$ cat src/rtl/alu_pipe.sv
// Registered, handshaked ALU for the multi-cycle datapath: one operation in flight at a time.
// Define ALU_PIPE_MUL_EN to build the shift-add multiplier (command 12); otherwise command 12 is illegal.
module alu_pipe #(
  parameter int WIDTH = 32
) (
  input  logic             clk,
  input  logic             reset,
  input  logic             in_valid,
  output logic             in_ready,
  input  logic [3:0]       command,
  input  logic [WIDTH-1:0] operandA,
  input  logic [WIDTH-1:0] operandB,
  output logic             out_valid,
  input  logic             out_ready,
  output logic [WIDTH-1:0] result,
  output logic             carryout,
  output logic             zero,
  output logic             overflow,
  output logic             err,
  output logic [1:0]       dbg_state
);

  localparam int SHAMT_W = $clog2(WIDTH);

  localparam logic [1:0] IDLE = 2'd0;
  localparam logic [1:0] BUSY = 2'd1;
  localparam logic [1:0] DONE = 2'd2;

  localparam logic [3:0] CMD_ADD  = 4'd0;
  localparam logic [3:0] CMD_SUB  = 4'd1;
  localparam logic [3:0] CMD_XOR  = 4'd2;
  localparam logic [3:0] CMD_SLT  = 4'd3;
  localparam logic [3:0] CMD_AND  = 4'd4;
  localparam logic [3:0] CMD_NAND = 4'd5;
  localparam logic [3:0] CMD_NOR  = 4'd6;
  localparam logic [3:0] CMD_OR   = 4'd7;
  localparam logic [3:0] CMD_SLTU = 4'd8;
  localparam logic [3:0] CMD_SLL  = 4'd9;
  localparam logic [3:0] CMD_SRL  = 4'd10;
  localparam logic [3:0] CMD_SRA  = 4'd11;
`ifdef ALU_PIPE_MUL_EN
  localparam logic [3:0] CMD_MUL  = 4'd12;
  localparam int         CNT_W    = SHAMT_W + 1;
`endif

  // Handshake: an op is taken on a rising edge with in_valid && in_ready, and a result
  // leaves on a rising edge with out_valid && out_ready; both sides hold until that edge.
  logic [1:0]       r_state;
  logic [WIDTH-1:0] r_result;
  logic             r_carryout;
  logic             r_zero;
  logic             r_overflow;
  logic             r_err;

`ifdef ALU_PIPE_MUL_EN
  logic [CNT_W-1:0] r_cnt;
  logic [WIDTH-1:0] r_acc;
  logic [WIDTH-1:0] r_mcand;
  logic [WIDTH-1:0] r_mplier;
`endif

  logic               w_accept;
  logic               w_sub;
  logic [WIDTH-1:0]   w_bx;
  logic [WIDTH:0]     w_sum;
  logic               w_cin_msb;
  logic [SHAMT_W-1:0] w_shamt;
  logic [WIDTH-1:0]   w_res;
  logic               w_cout;
  logic               w_zero;
  logic               w_ovf;
  logic               w_err;

  assign in_ready  = (r_state == IDLE);
  assign out_valid = (r_state == DONE);
  assign dbg_state = r_state;
  assign result    = r_result;
  assign carryout  = r_carryout;
  assign zero      = r_zero;
  assign overflow  = r_overflow;
  assign err       = r_err;

  assign w_accept = in_valid && in_ready;

  // SUB reuses the adder as A + ~B + 1; the carry into the MSB is recovered from the sum bit.
  assign w_sub     = (command == CMD_SUB);
  assign w_bx      = w_sub ? ~operandB : operandB;
  assign w_sum     = {1'b0, operandA} + {1'b0, w_bx} + {{WIDTH{1'b0}}, w_sub};
  assign w_cin_msb = w_sum[WIDTH-1] ^ operandA[WIDTH-1] ^ w_bx[WIDTH-1];
  assign w_shamt   = operandB[SHAMT_W-1:0];

  always_comb begin
    w_res  = '0;
    w_cout = 1'b0;
    w_zero = 1'b0;
    w_ovf  = 1'b0;
    w_err  = 1'b0;
    case (command)
      CMD_ADD, CMD_SUB: begin
        w_res  = w_sum[WIDTH-1:0];
        w_cout = w_sum[WIDTH];
        w_zero = (w_sum[WIDTH-1:0] == '0);
        w_ovf  = w_cin_msb ^ w_sum[WIDTH];
      end
      CMD_XOR:  w_res = operandA ^ operandB;
      CMD_SLT:  w_res = {{(WIDTH-1){1'b0}}, ($signed(operandA) < $signed(operandB))};
      CMD_AND:  w_res = operandA & operandB;
      CMD_NAND: w_res = ~(operandA & operandB);
      CMD_NOR:  w_res = ~(operandA | operandB);
      CMD_OR:   w_res = operandA | operandB;
      CMD_SLTU: w_res = {{(WIDTH-1){1'b0}}, (operandA < operandB)};
      CMD_SLL:  w_res = operandA << w_shamt;
      CMD_SRL:  w_res = operandA >> w_shamt;
      CMD_SRA:  w_res = $unsigned($signed(operandA) >>> w_shamt);
      default:  w_err = 1'b1;
    endcase
  end

  always_ff @(posedge clk) begin
    if (reset) begin
      r_state    <= IDLE;
      r_result   <= '0;
      r_carryout <= 1'b0;
      r_zero     <= 1'b0;
      r_overflow <= 1'b0;
      r_err      <= 1'b0;
`ifdef ALU_PIPE_MUL_EN
      r_cnt      <= '0;
`endif
    end else begin
      case (r_state)
        IDLE: begin
          if (w_accept) begin
`ifdef ALU_PIPE_MUL_EN
            if (command == CMD_MUL) begin
              r_state  <= BUSY;
              r_cnt    <= '0;
              r_acc    <= '0;
              r_mcand  <= operandA;
              r_mplier <= operandB;
            end else
`endif
            begin
              r_state    <= DONE;
              r_result   <= w_res;
              r_carryout <= w_cout;
              r_zero     <= w_zero;
              r_overflow <= w_ovf;
              r_err      <= w_err;
            end
          end
        end
`ifdef ALU_PIPE_MUL_EN
        // WIDTH shift-add steps, then one more edge publishes the product.
        BUSY: begin
          if (r_cnt == CNT_W'(WIDTH)) begin
            r_state    <= DONE;
            r_result   <= r_acc;
            r_carryout <= 1'b0;
            r_zero     <= 1'b0;
            r_overflow <= 1'b0;
            r_err      <= 1'b0;
          end else begin
            if (r_mplier[0]) r_acc <= r_acc + r_mcand;
            r_mcand  <= r_mcand << 1;
            r_mplier <= r_mplier >> 1;
            r_cnt    <= r_cnt + CNT_W'(1);
          end
        end
`endif
        DONE: begin
          if (out_ready) r_state <= IDLE;
        end
        default: r_state <= IDLE;
      endcase
    end
  end

endmodule

$ cat config.mk
export PLATFORM = sky130hd
export DESIGN_NAME = alu_pipe
export DESIGN_NICKNAME = d
export VERILOG_FILES = /design/src/rtl/alu_pipe.sv
export SDC_FILE = /design/constraint.sdc
export NUM_CORES = 1
export LEC_CHECK = 0
export BUFFER_PORTS_ARGS = -buffer_cell sky130_fd_sc_hd__buf_2
export CORE_ASPECT_RATIO = 1.25
export CORE_MARGIN = 4
export CORE_UTILIZATION = 60
export CTS_BUF_LIST = sky130_fd_sc_hd__clkbuf_8
export CTS_CLUSTER_SIZE = 40
export DETAILED_ROUTE_END_ITERATION = 10
export PLACE_DENSITY_LB_ADDON = 0.2
export REMOVE_ABC_BUFFERS = 1
export SETUP_SLACK_MARGIN = 0.3
export SYNTH_ARGS = -nofsm -noshare
export SYNTH_HDL_FRONTEND = slang
export SYNTH_SLANG_ARGS = --single-unit
$ cat constraint.sdc
create_clock -name clk -period 10.6 [get_ports clk]
set_input_delay 0 -clock clk [delete_from_list [all_inputs] [get_ports clk]]
set_output_delay 0 -clock clk [all_outputs]
set_load 0.01 [all_outputs]
Word-level counts from Yosys, hierarchy flattened
Cells that the tools add are included.
- input bits: 72
- flip-flop bits (word level): 38
- mux-type cells: 9
- equal/unequal tests: 14
- reduce and logical (&&, ||, !) cells: 8
- shift-type cells: 3
- bitwise gates (word level): 9
- add/subtract/negate cells: 2
- $lt $le $gt $ge: 2
- operators by type and width (cell ; count):
    one-hot mux 32 bit (11 select lines) ; 1
    NOT 32 bit ; 3
    less-than comparator 32 bit ; 2
    adder 32 x 32 -> 33 bit ; 1
    adder 33 x 1 -> 33 bit ; 1
    AND 32 bit ; 1
    zero test 32 bit ; 1
    2-to-1 mux 32 bit ; 1
    bitwise OR 32 bit ; 1
    left shift 32 x 5 -> 32 bit ; 1
    right shift 32 x 5 -> 32 bit ; 1
    >>> shifter 32 x 5 -> 32 bit ; 1
    bitwise XOR 32 bit ; 1
    == test 4 x 3 -> 1 bit (second input constant) ; 4
    == test 4 bit (second input constant) ; 4
    OR reduction 12 bit ; 1
    == test 4 x 2 -> 1 bit (second input constant) ; 2
    == test 4 x 1 -> 1 bit (second input constant) ; 1
    zero test 4 bit ; 1
    2-to-1 mux 1 bit ; 4
    2-to-1 mux 2 bit ; 2
    != test 2 x 1 -> 1 bit (second input constant) ; 2
    one-hot mux 2 bit (2 select lines) ; 1
    AND reduction 2 bit ; 2
    5 further kinds ; 7

Depth between registers and ports, before layout
- depth in word-level cells: 8
- depth in mapped cells: 17
- gate-level depth less buffers: 14

Worst setup path before layout
OpenSTA, ideal clock, no wires.
- kind: input to register
- from: input port command[2]
- to: register r_overflow, in the netlist overflow
- cell stages on the path: 16
- arrival: 3.587 ns
- path slack: 6.897 ns
- setup time: 0.116 ns
- cell sequence: buf_2 -> nor4b_4 -> buf_1 -> xnor2_1 -> ha_1 -> clkbuf_1 -> a2111oi_0 -> a21oi_1 -> a31oi_1 -> o22a_1 -> a31oi_1 -> a311o_1 -> a31o_2 -> xnor2_1 -> xnor2_1 -> o21ai_1
- longest elaborated chain between the ends: 8
- ends and longest elaborated chain (item ; RTL line ; RTL):
    start, declared ; 10 ; input logic [3:0] command,
    == test 4 x 1 -> 1 bit ; 86, 98 ;
    2-to-1 mux 32 bit ; 87 ; assign w_bx = w_sub ? ~operandB : operandB;
    adder 32 x 32 -> 33 bit ; 88 ; assign w_sum = {1'b0, operandA} + {1'b0, w_bx} + {{WIDTH{1'b0}}, w_sub};
    adder 33 x 1 -> 33 bit ; 88 ;
    bitwise XOR 1 bit (2 in series) ; 89 ; assign w_cin_msb = w_sum[WIDTH-1] ^ operandA[WIDTH-1] ^ w_bx[WIDTH-1];
    bitwise XOR 1 bit ; 103 ; w_ovf = w_cin_msb ^ w_sum[WIDTH];
    2-to-1 mux 1 bit (*) ; 98 ; case (command)
    end signal, assigned ; 148 ; r_overflow <= w_ovf;
    end, declared ; 52 ; logic r_overflow;
Every way passes the cells marked *; elsewhere a longest branch is shown, timed or not.
A chain may end at the register's enable or synchronous reset.

Worst setup path after layout
- from: input port command[1]
- to: register r_zero, in the netlist zero
- longest elaborated chain between the ends: 6
- ends and longest elaborated chain (item ; RTL line ; RTL):
    == test 4 x 1 -> 1 bit ; 86, 98 ;
    2-to-1 mux 32 bit ; 87 ;
    adder 32 x 32 -> 33 bit ; 88 ;
    adder 33 x 1 -> 33 bit ; 88 ;
    zero test 32 bit ; 102 ; w_zero = (w_sum[WIDTH-1:0] == '0);
    2-to-1 mux 1 bit (*) ; 98 ;
    end signal, assigned ; 147 ; r_zero <= w_zero;
    end, declared ; 51 ; logic r_zero;
Marks and branches as above.

==> metrics.txt <==
vias in the first global route around 10000; Detail Route Antenna Nets 0; max-slew violation count 0; residual DRC count 0; Worst Path Max Fanout between 40 and 50; Crit. End Element flip-flop; first-pass GRT wire length about 60000 um; most common flop cell mapped by yosys dfxtp_1; Num CTS Buffers 5; CP arrival between 4 and 5 ns; FP Rows 52; Clock Root Buffer clkbuf_8; static leakage roughly 4.8 nW; period utilisation layout 0.4137; clk_skew between 0.01 and 0.015 ns; area grow syn2layout 7.150%; Worst EP required 10.84 ns; clock buffer depth 2; initial antenna violation count 0; DR WL/cell ~25 um; die footprint ~19000 sq um; number of flops mapped to enable cells by yosys 0; post-layout min period about 4.4 ns; fin nets 1575; RePlAce Congestion around 1.1; Unique masters post-synth 75; Vias roughly 11000; clk slew on worst S/H paths 0.10 ns; Post-Syn Area slightly above 10000 sq um; FF-to-FF End zero$_SDFFE_PP0P_; startpoint types input pin; Crit Path Class in2reg; crit path cell chain buf_2 -> buf_4 -> nor4b_4 -> buf_4 -> xnor2_1 -> ha_1 -> and3_1 -> a221o_1 -> a21o_1 -> a2111oi_1 -> o21ai_0 -> xnor2_1 -> nand4_1 -> nor4_2 -> nand4_1 -> o31ai_2; max_slew headroom 0.3343; overall die height between 150 and 200 um; TNS Setup 0 ns; YS warnings 0; IO Count approximately 110; placed cell area ~11000 sq um; Seq. cell area 740.7 sq um; min setup slack post-route just over 6 ns; Initial Utilization 0.6168; Total GRT Usage 0.4157; Filler cells 1461; commonest non-fill, non-tap cell in the layout nor2_1; Avg Vias per Cell 7.085; final WL approximately 41000 um; ys async rst share 0; RR Startpoint dbg_state[1]$_SDFFE_PP0P_; Post-Syn Area per Cell between 7 and 8 sq um; final global-route overflow total 0; Port Buffer Count 110; Seq/Total Area, Yosys 0.07324; # diodes 0; Final Hold Violating Endpoints 0; share of cells above drive strength 1 0.1513; reg-to-reg slack, setup about 7.5 ns; most frequent cells in the layout 139 x nor2_1, 128 x ha_1, 108 x buf_2; outcome finished, final reports clean; clock sinks 37; RSZ-0062 raised after global routing false; core area roughly 16000 sq um; largest net degree at the start of global routing 71; DP HPWL 30600 um; fin area approximately 11000 sq um; Place WS just under 6 ns; CP max stage delay a little over 0.7 ns; maximum VDD drop between 40 and 50 uV; #FFs+latches synth 37; Multi-input gate area ~8700 sq um; number of DRC markers in iteration 0 roughly 1800; PwrDens around 80 nW/um^2; Worst Hold Depth 4; Hold Startpoint in_valid; final design utilization 0.6609; worst-skew pair later-pin latency roughly 0.32 ns; Max-Cap Viols 0; R2R cell count 11; CP max-delay cell a2111oi_1; hold worst-path end carryout$_SDFFE_PP0P_; TritonRoute pass-1 iters 6; Achievable Freq between 200 and 250 MHz; postcts setup bufs 0; # setup viols final 0; Hold Crit Class in2reg; cell count after synthesis approximately 1300; Slew @ Worst Pin ~1.0 ns; H-Tree Depth 2; CTS tree yes; die width 124.1 um
-- how the worst max path moves through the flow --
stage,from,endpoint,slack (ns),cells after the start
after floorplan,command[1],zero$_SDFFE_PP0P_,6.33,13
after global placement,command[1],zero$_SDFFE_PP0P_,6.08,16
after detailed placement,command[1],zero$_SDFFE_PP0P_,5.93,16
after CTS,command[1],zero$_SDFFE_PP0P_,6.26,16
after global routing,command[1],zero$_SDFFE_PP0P_,5.95,16
final,command[1],zero$_SDFFE_PP0P_,6.21,16
-- final cells by class --
cell class | instances | share of cell area
Clock inverter | 2 | 0.003464
Tap cell | 216 | 0.02494
Clock buffer | 6 | 0.007620
Inverter | 81 | 0.02806
Sequential cell | 37 | 0.06835
Multi-Input combinational cell | 1119 | 0.8020
Timing Repair Buffer | 130 | 0.06558
-- worst max-delay path, delay by kind of cell --
kind / cells / cell delay [ns]
xor+xnor: 2 / 0.38
buf+inv: 3 / 0.94
fa+ha+maj: 1 / 0.37
simple gates: 5 / 1.19
compound gates: 5 / 1.72
-- flip-flops by register name, indices dropped and copies added, names as in the netlist --
signal and cells:
overflow 1, result 32, err 1, dbg_state 1, carryout 1, zero 1
-- Yosys cell counts, drive strengths merged, types with 25 or more instances --
master	count	share of area
nor2	139	0.052
ha	128	0.16
nand2	105	0.039
a21oi	104	0.051
o21ai	81	0.040
inv	78	0.029
xnor2	76	0.066
mux2i	72	0.071
clkbuf	63	0.023
mux4	51	0.11
dfxtp	37	0.073
buf	33	0.016
a21o	25	0.019
-- metrics by stage --
stage | std cells | power (mW) | hold WS (ns)
finish | 1591 | 0.8636 | 0.1432
global route | 1591 | 0.9085 | 0.1769
CTS | 1591 | 0.8417 | 0.1539
detailed placement | 1581 | 0.7027 | 0.1913
global placement | 1581 | 0.6985 | 0.1856
floorplan | 1237 | 0.4996 | 0.06907
-- metal layers --
metal	part of all wire	GRT usage	wire [um]
met1	0.37	0.5440	14850
met2	0.44	0.6353	17790
met3	0.13	0.1146	5464
met4	0.060	0.1842	2416
met5	0	0	0
-- cell families (layout without fill, tap and decap cells) --
kind of cell             count (synthesis)  after routing  share of synthesized area
AO/OA/AOI/OAI                          390            390                     0.2540
AND/OR/NAND/NOR                        385            385                     0.1783
buffers and inverters                  177            219                    0.06916
adder cells (fa/ha/maj)                129            129                     0.1603
multiplexers                           127            127                     0.1893
XOR/XNOR                                87             87                    0.07534
flip-flops                              37             37                    0.07324
other                                    1              1                  0.0003708
-- timing repair --
| item | in CTS | in global routing |
|---|---|---|
| resized for setup | 0 | 0 |
| hold endpoints to repair | 1 | 0 |
| endpoints found under the setup margin | 0 | 0 |
| hold buffers | 2 | 0 |
-- power by group --
group / total, mW / switching (mW) / internal (mW)
clock network: 0.140 / 0.0636 / 0.0767
registers: 0.150 / 0.00378 / 0.146
logic: 0.573 / 0.360 / 0.213
total: 0.864 / 0.427 / 0.436
No activity file was read; power rests on OpenSTA's default activity.
